===== src/rtl/div16_seq_pkg.sv =====
// ---------------------------------------------------------------------------
// div_pkg : shared definitions for the div16_seq iterative divider
//
// Contents
//   DIV_WIDTH     : default operand / result width
//   divState_t    : controller states (IDLE, CALC, FIXUP, DONE), 2 bits
//   DIV_ZERO_QUOT : quotient reported when the divisor is zero (all ones)
//
// FIXUP is only ever entered when the design is built with DIV_SIGNED_EN.
// ---------------------------------------------------------------------------
package div_pkg;

    localparam int DIV_WIDTH = 16;

    typedef enum logic [1:0] {
        IDLE  = 2'd0,
        CALC  = 2'd1,
        FIXUP = 2'd2,
        DONE  = 2'd3
    } divState_t;

    localparam logic [DIV_WIDTH-1:0] DIV_ZERO_QUOT = '1;

endpackage


===== src/rtl/div16_seq_if.sv =====
// ---------------------------------------------------------------------------
// div16_seq_if : request / result bundle between pipeline control and the
//                iterative divider
//
// Signals
//   start       : request, only honoured while the divider is IDLE or DONE
//   dividend    : numerator, captured on an accepted start
//   divisor     : denominator, captured on an accepted start
//   busy        : operation in flight, pipeline must stall
//   done        : one-cycle pulse, results valid this cycle
//   quotient    : registered quotient
//   remainder   : registered remainder
//   div_by_zero : divisor was zero for the last result
//
// Modports
//   master : pipeline control side (drives the request)
//   slave  : divider side (drives status and results)
// ---------------------------------------------------------------------------
interface div16_seq_if
    import div_pkg::*;
#(
    parameter int WIDTH = DIV_WIDTH
);

    logic             start;
    logic [WIDTH-1:0] dividend;
    logic [WIDTH-1:0] divisor;
    logic             busy;
    logic             done;
    logic [WIDTH-1:0] quotient;
    logic [WIDTH-1:0] remainder;
    logic             div_by_zero;

    modport master (
        output start, dividend, divisor,
        input  busy, done, quotient, remainder, div_by_zero
    );

    modport slave (
        input  start, dividend, divisor,
        output busy, done, quotient, remainder, div_by_zero
    );

endinterface


===== src/rtl/div16_seq_div_step.sv =====
// ---------------------------------------------------------------------------
// div_step : one combinational restoring-division iteration
//
// Ports
//   i_rem     : partial remainder R (WIDTH+1 bits)
//   i_quot    : quotient shift register Q, still holding the unused dividend
//               bits in its upper end
//   i_divisor : divisor magnitude
//   o_rem     : next partial remainder
//   o_quot    : next quotient shift register
// ---------------------------------------------------------------------------
module div_step
    import div_pkg::*;
#(
    parameter int WIDTH = DIV_WIDTH
) (
    input  logic [WIDTH:0]   i_rem,
    input  logic [WIDTH-1:0] i_quot,
    input  logic [WIDTH-1:0] i_divisor,
    output logic [WIDTH:0]   o_rem,
    output logic [WIDTH-1:0] o_quot
);

    logic [WIDTH+1:0] w_remShift;
    logic [WIDTH+1:0] w_trial;

    // The trial subtraction is carried one bit wider than R so the borrow
    // lands in a bit of its own; a clear top bit means the divisor fitted.
    assign w_remShift = {i_rem, i_quot[WIDTH-1]};
    assign w_trial    = w_remShift - {2'b00, i_divisor};

    // Keep the difference and shift in a 1 when the subtraction fitted,
    // otherwise restore (keep the shifted value) and shift in a 0.
    always_comb begin
        o_rem  = w_remShift[WIDTH:0];
        o_quot = {i_quot[WIDTH-2:0], 1'b0};
        if (!w_trial[WIDTH+1]) begin
            o_rem     = w_trial[WIDTH:0];
            o_quot[0] = 1'b1;
        end
    end

endmodule


===== src/rtl/div16_seq.sv =====
// ---------------------------------------------------------------------------
// div16_seq : iterative restoring divider, one quotient bit per clock
//
// Ports
//   clk : system clock, rising edge
//   rst : synchronous, active-high reset (aborts any operation silently)
//   bus : div16_seq_if.slave (start/dividend/divisor in,
//         busy/done/quotient/remainder/div_by_zero out)
//
// Timing: start accepted at edge N, done high in the cycle after edge
// N+WIDTH+1. A zero divisor is reported after edge N+1 with
// quotient = all ones, remainder = dividend and div_by_zero set.
//
// Build option DIV_SIGNED_EN: operands are two's complement. Magnitudes are
// divided and an extra FIXUP cycle applies the signs (quotient negative when
// the operand signs differ, remainder follows the dividend).
// ---------------------------------------------------------------------------
module div16_seq
    import div_pkg::*;
#(
    parameter int WIDTH = DIV_WIDTH,
    parameter int CNT_W = 5
) (
    input  logic       clk,
    input  logic       rst,
    div16_seq_if.slave bus
);

    localparam logic [CNT_W-1:0] LAST_COUNT = CNT_W'(WIDTH);

    divState_t        r_state;
    logic [CNT_W-1:0] r_count;
    logic [WIDTH:0]   r_partRem;
    logic [WIDTH-1:0] r_quotSr;
    logic [WIDTH-1:0] r_divisor;
    logic             r_zero;
    logic             r_busy;
    logic             r_done;
    logic [WIDTH-1:0] r_quotOut;
    logic [WIDTH-1:0] r_remOut;
    logic             r_divZero;

    logic [WIDTH:0]   w_nextRem;
    logic [WIDTH-1:0] w_nextQuot;
    logic [WIDTH-1:0] w_dividendMag;
    logic [WIDTH-1:0] w_divisorMag;
    logic             w_needFixup;

`ifdef DIV_SIGNED_EN
    logic r_negQuot;
    logic r_negRem;

    // Only magnitudes go through the iteration; the signs are remembered at
    // accept and re-applied in FIXUP. The most negative value maps onto
    // itself, which is exactly its magnitude as an unsigned number.
    assign w_dividendMag = bus.dividend[WIDTH-1] ? -bus.dividend : bus.dividend;
    assign w_divisorMag  = bus.divisor[WIDTH-1]  ? -bus.divisor  : bus.divisor;
    assign w_needFixup   = !r_zero;
`else
    assign w_dividendMag = bus.dividend;
    assign w_divisorMag  = bus.divisor;
    assign w_needFixup   = 1'b0;
`endif

    div_step #(
        .WIDTH (WIDTH)
    ) u_step (
        .i_rem     (r_partRem),
        .i_quot    (r_quotSr),
        .i_divisor (r_divisor),
        .o_rem     (w_nextRem),
        .o_quot    (w_nextQuot)
    );

    // Controller, datapath registers and registered outputs.
    // A zero divisor skips the iterations: the working registers are loaded
    // with the final answer and the counter is preset to its last value, so
    // the result comes out through the normal CALC -> DONE path one edge
    // after accept.
    always_ff @(posedge clk) begin
        if (rst) begin
            r_state   <= IDLE;
            r_count   <= '0;
            r_partRem <= '0;
            r_quotSr  <= '0;
            r_divisor <= '0;
            r_zero    <= 1'b0;
            r_busy    <= 1'b0;
            r_done    <= 1'b0;
            r_quotOut <= '0;
            r_remOut  <= '0;
            r_divZero <= 1'b0;
`ifdef DIV_SIGNED_EN
            r_negQuot <= 1'b0;
            r_negRem  <= 1'b0;
`endif
        end else begin
            r_done <= 1'b0;
            unique case (r_state)
                IDLE, DONE: begin
                    if (bus.start) begin
                        r_state <= CALC;
                        r_busy  <= 1'b1;
                        if (bus.divisor == '0) begin
                            r_zero    <= 1'b1;
                            r_partRem <= {1'b0, bus.dividend};
                            r_quotSr  <= DIV_ZERO_QUOT[WIDTH-1:0];
                            r_count   <= LAST_COUNT;
                        end else begin
                            r_zero    <= 1'b0;
                            r_divZero <= 1'b0;
                            r_partRem <= '0;
                            r_quotSr  <= w_dividendMag;
                            r_divisor <= w_divisorMag;
                            r_count   <= '0;
                        end
`ifdef DIV_SIGNED_EN
                        r_negQuot <= bus.dividend[WIDTH-1] ^ bus.divisor[WIDTH-1];
                        r_negRem  <= bus.dividend[WIDTH-1];
`endif
                    end else begin
                        r_state <= IDLE;
                    end
                end
                CALC: begin
                    if (r_count == LAST_COUNT) begin
                        if (w_needFixup) begin
                            r_state <= FIXUP;
                        end else begin
                            r_state   <= DONE;
                            r_busy    <= 1'b0;
                            r_done    <= 1'b1;
                            r_quotOut <= r_quotSr;
                            r_remOut  <= r_partRem[WIDTH-1:0];
                            r_divZero <= r_zero;
                        end
                    end else begin
                        r_partRem <= w_nextRem;
                        r_quotSr  <= w_nextQuot;
                        r_count   <= r_count + 1'b1;
                    end
                end
`ifdef DIV_SIGNED_EN
                FIXUP: begin
                    r_state   <= DONE;
                    r_busy    <= 1'b0;
                    r_done    <= 1'b1;
                    r_quotOut <= r_negQuot ? -r_quotSr : r_quotSr;
                    r_remOut  <= r_negRem ? -r_partRem[WIDTH-1:0] : r_partRem[WIDTH-1:0];
                    r_divZero <= 1'b0;
                end
`endif
                default: begin
                    r_state <= IDLE;
                    r_busy  <= 1'b0;
                end
            endcase
        end
    end

    assign bus.busy        = r_busy;
    assign bus.done        = r_done;
    assign bus.quotient    = r_quotOut;
    assign bus.remainder   = r_remOut;
    assign bus.div_by_zero = r_divZero;

endmodule


===== src/flat_wrapper.sv =====
// flat-port wrapper written by rule: the top's interface ports become plain ports
module div16_seq_flat import div_pkg::*;
#(
    parameter int WIDTH = DIV_WIDTH,
    parameter int CNT_W = 5
)
  (clk, rst, bus_start, bus_dividend, bus_divisor, bus_busy, bus_done, bus_quotient, bus_remainder, bus_div_by_zero);
  div16_seq_if #(.WIDTH(WIDTH)) bus_i ();
  input  logic clk;
  input  logic rst;
  input wire logic [$bits(bus_i.start)-1:0] bus_start;
  input wire logic [$bits(bus_i.dividend)-1:0] bus_dividend;
  input wire logic [$bits(bus_i.divisor)-1:0] bus_divisor;
  output wire logic [$bits(bus_i.busy)-1:0] bus_busy;
  output wire logic [$bits(bus_i.done)-1:0] bus_done;
  output wire logic [$bits(bus_i.quotient)-1:0] bus_quotient;
  output wire logic [$bits(bus_i.remainder)-1:0] bus_remainder;
  output wire logic [$bits(bus_i.div_by_zero)-1:0] bus_div_by_zero;
  assign bus_i.start = bus_start;
  assign bus_i.dividend = bus_dividend;
  assign bus_i.divisor = bus_divisor;
  assign bus_busy = bus_i.busy;
  assign bus_done = bus_i.done;
  assign bus_quotient = bus_i.quotient;
  assign bus_remainder = bus_i.remainder;
  assign bus_div_by_zero = bus_i.div_by_zero;
  div16_seq #(.WIDTH(WIDTH), .CNT_W(CNT_W)) u_core (.clk(clk), .rst(rst), .bus(bus_i));
endmodule

===== config.mk =====
export PLATFORM = sky130hd
export DESIGN_NAME = div16_seq_flat
export DESIGN_NICKNAME = d
export VERILOG_FILES = /design/src/rtl/div16_seq_pkg.sv /design/src/rtl/div16_seq_if.sv /design/src/rtl/div16_seq_div_step.sv /design/src/rtl/div16_seq.sv /design/src/flat_wrapper.sv
export SDC_FILE = /design/constraint.sdc
export NUM_CORES = 1
export LEC_CHECK = 0
export ABC_AREA = 1
export BUFFER_PORTS_ARGS = -buffer_cell sky130_fd_sc_hd__buf_2
export CORE_MARGIN = 3
export CORE_UTILIZATION = 58
export CTS_CLUSTER_DIAMETER = 60
export CTS_CLUSTER_SIZE = 10
export DETAILED_ROUTE_END_ITERATION = 6
export PLACE_DENSITY = 0.77
export SLEW_MARGIN = 10
export SYNTH_ARGS = -nofsm -noshare
export SYNTH_HDL_FRONTEND = slang
export SYNTH_SLANG_ARGS = --single-unit

===== constraint.sdc =====
create_clock -name clk -period 2.42 [get_ports clk]
set_input_delay 0.605 -clock clk [delete_from_list [all_inputs] [get_ports clk]]
set_output_delay 0.605 -clock clk [all_outputs]
set_load 0.02 [all_outputs]

==> run_results.csv <==
group,metric,value,unit
outcome,run_status,"finished clean",
sta,period_minus_slack,2160,ps
finish,nFillCells,794,
synth,async_flop_share,0,
sta,tightestPinTransition,461,ps
power,p_leak,0.00272,uW
global_route,grt_first_pass_wirelength,22300,um
detailed_routing,vias_per_cell,5.48,
global_route,grt_max_degree,69,
sta,setup_viol,0,
detailed_routing,drtIter0Drc,324,
synth,yosysWarnings,0,
critical_path,reg2reg_to,"u_core.r_partRem[14]",
global_route,grt_pass1_vias,4546,
sta,setup_tns,0,ps
cts,cts-htree-levels,3,
critical_path,startpoint,"u_core.r_quotSr[15]",
synth,ys_ff_latch,92,
critical_path,reg2reg_depth,16,
power,peakVddDrop,0.000457,V
finish,drive_gt1_frac,0.165,
floorplanning,die_x,99.8,um
critical_path,crit_type,"reg2reg",
finish,synthToLayoutAreaGrowth,12.2,%
critical_path,worstPathArrival,2470,ps
power,p_per_area,810,nW/um^2
placement,port_buffers,69,
sta,fmax,463,MHz
detailed_routing,drc,0,
critical_path,cp-endpoint,"u_core.r_partRem[14]",
cts,cts.sinks,92,
critical_path,r2r_start,"u_core.r_quotSr[15]",
detailed_routing,vias,4991,
sta,rsz0062_at_grt,"false",
finish,diodes,0,
detailed_routing,routed_wl,13500,um
detailed_routing,ant_nets,0,
finish,seq_area,1840,sq um
finish,stdcell_area,5720,sq um
floorplanning,die_h,99.8,um
floorplanning,start_util,0.608,
hold_path,min_path_type,"reg2reg",
global_route,overflow,0,
cts,cts-root-buf,"clkbuf_8",
floorplanning,io_pins,70,
critical_path,cp-start-kind,"flop",
synth,ys_types,42,
placement,dp_hpwl,10400,um
sta,finalMaxSlewViolations,0,
floorplanning,die_area,9950,sq um
detailed_routing,drt-wirelength-per-cell,14.8,um
cts,cts_max_path_buffers,2,
critical_path,crit_path_max_fanout,4,
placement,gp_congestion,0.925,
global_route,grt.total_usage,0.276,
floorplanning,coreArea,8380,sq um
cts,clock_latency,370,ps
sta,hold_viol_final,0,
sta,skew,14.7,ps
sta,fin_crit_sh,0.892,
synth,synthCells,740,
floorplanning,row_count,33,
finish,multi_input_area,2750,sq um
placement,postPlaceCellArea,5530,sq um
cts,clkTransAtPathRegs,100,ps
sta,relSlewSlack,0.689,
synth,avgSynthCellArea,6.89,sq um
critical_path,required,2730,ps
global_route,antenna_found_initial,0,
critical_path,r2r_slack,260,ps
synth,synth_edf_count,0,
synth,netlist_area,5100,sq um
cts,cts_made_buffers,9,
critical_path,crit_path_end_kind,"flop",
synth,synth-main-ff-cell,"dfxtp_1",
detailed_routing,first_pass_iters,5,
synth,ys_seq_area_frac,0.361,
finish,fin_nets,856,
flow_run,drv_cap,0,
cts,cts_tree,"done",
synth,syn_nets,796,
==> kinds of logic (layout without fill, tap and decap cells) <==
family / after synthesis / count (layout) / share of synthesized area
adder cells (fa/ha/maj): 21 / 21 / 0.0530
AO/OA/AOI/OAI: 190 / 190 / 0.202
buffers and inverters: 130 / 195 / 0.100
XOR/XNOR: 8 / 8 / 0.0137
flip-flops: 92 / 92 / 0.361
AND/OR/NAND/NOR: 299 / 299 / 0.269
==> layer usage <==
layer | track usage | part of all wire | up-vias
met5 | 0 | 0 | -
li1 | - | - | 2540
met2 | 0.446 | 0.47 | 177
met4 | 0.0704 | 0.013 | 0
met3 | 0.0273 | 0.057 | 17
met1 | 0.395 | 0.46 | 2257
==> report_power, final <==
group	internal (uW)	leakage [uW]	switching (uW)	total, uW
registers	1650	0.000753	107	1750
logic	638	0.00187	1230	1870
clock network	401	0.0000995	612	1010
total	2690	0.00272	1950	4640
==> worst max-delay path, stage by stage (launching register included) <==
cell and delay [ps]:
dfxtp_1 350, inv_1 70, ha_1 250, fa_1 460, inv_1 100, nand3_1 90, nand3_2 120, nand2_1 60
nand2_1 90, nand2_1 70, nand2_1 60, nand2_1 40, nand2_1 60, inv_1 50, nand2_1 60, nand3_1 60
a21oi_1 120
==> flip-flops by register name, summed over array words and instances (netlist names) <==
register                flops
u_core.r_divisor           16
u_core.bus.done             1
u_core.r_quotSr            16
u_core.bus.quotient        16
u_core.r_partRem           17
u_core.r_state              2
u_core.r_zero               1
u_core.bus.busy             1
u_core.bus.div_by_zero      1
u_core.bus.remainder       16
u_core.r_count              5
==> worst min path at each step <==
stage / depth (start not counted) / slack, ps / start / to
6_report: 2 / 460 / u_core.bus.quotient[12] / u_core.bus.quotient[12]
5_1_grt: 2 / 480 / u_core.bus.quotient[1] / u_core.bus.quotient[1]
4_1_cts: 2 / 470 / u_core.bus.quotient[5] / u_core.bus.quotient[5]
3_5_place_dp: 2 / 450 / u_core.bus.quotient[5] / u_core.bus.quotient[5]
3_3_place_gp: 2 / 440 / u_core.bus.quotient[8] / u_core.bus.quotient[8]
2_1_floorplan: 2 / 440 / u_core.r_divisor[10] / u_core.r_divisor[10]
==> area by class of cell <==
cell class | instances | area share
Clock inverter | 7 | 0.0114
Timing Repair Buffer | 79 | 0.0756
Clock buffer | 9 | 0.0216
Tap cell | 105 | 0.0230
Inverter | 100 | 0.0660
Multi-Input combinational cell | 518 | 0.481
Sequential cell | 92 | 0.322
==> synth_stat cells, types with 2 or more instances <==
master / n / share of area
o21ai_0: 79 / 0.078
dfxtp_1: 92 / 0.36
nand3_2: 2 / 0.0039
inv_1: 94 / 0.069
nand3_4: 2 / 0.0069
or2_1: 2 / 0.0025
a31oi_1: 15 / 0.018
buf_1: 4 / 0.0029
a21oi_1: 70 / 0.069
nand2_2: 5 / 0.0061
buf_2: 4 / 0.0039
nor2_1: 34 / 0.025
and2_1: 3 / 0.0037
o21ai_1: 10 / 0.0098
buf_4: 3 / 0.0044
nand3_1: 53 / 0.052
nor4_1: 2 / 0.0025
ha_1: 20 / 0.049
nand2_1: 178 / 0.13
nand2_4: 4 / 0.0088
clkbuf_1: 18 / 0.013
nand2_8: 2 / 0.0079
xor2_1: 6 / 0.010
inv_2: 5 / 0.0037
a21oi_2: 10 / 0.017
o21bai_1: 2 / 0.0029
xnor2_1: 2 / 0.0034
nand4_1: 5 / 0.0061
==> through the flow <==
stage	worst slack (ps)	power (uW)	hold slack (ps)	utilization	instances
2_1_floorplan	496	3180	435	-	740
3_3_place_gp	319	3580	444	0.659	894
3_5_place_dp	246	3620	450	0.659	894
4_1_cts	217	4620	466	0.682	910
5_1_grt	27.7	4960	477	0.683	910
6_report	260	4640	465	0.683	910
==> placed cells by master, fill, tap and decap left out, types with 3 or more instances in the layout <==
| master | count |
|---|---|
| xor2_1 | 6 |
| o21ai_0 | 79 |
| dfxtp_1 | 92 |
| ha_1 | 20 |
| buf_4 | 9 |
| nand3_2 | 3 |
| a31oi_1 | 15 |
| nand2_2 | 5 |
| nand3_1 | 52 |
| and2_1 | 3 |
| clkbuf_8 | 9 |
| buf_2 | 69 |
| nand4_1 | 5 |
| inv_2 | 4 |
| nor2_1 | 34 |
| nand2_4 | 4 |
| inv_1 | 94 |
| nand2_1 | 178 |
| a21oi_1 | 70 |
| o21ai_1 | 10 |
| inv_8 | 3 |
| a21oi_2 | 10 |
==> timing repair <==
item | 4_1_cts | 5_1_grt
endpoints found under the hold margin | 0 | 0
setup buffers | 0 | 0
resized for setup | 0 | 3
setup endpoints to repair | 0 | 17
hold buffers | 0 | 0
Power figures use the tool's default switching activity.
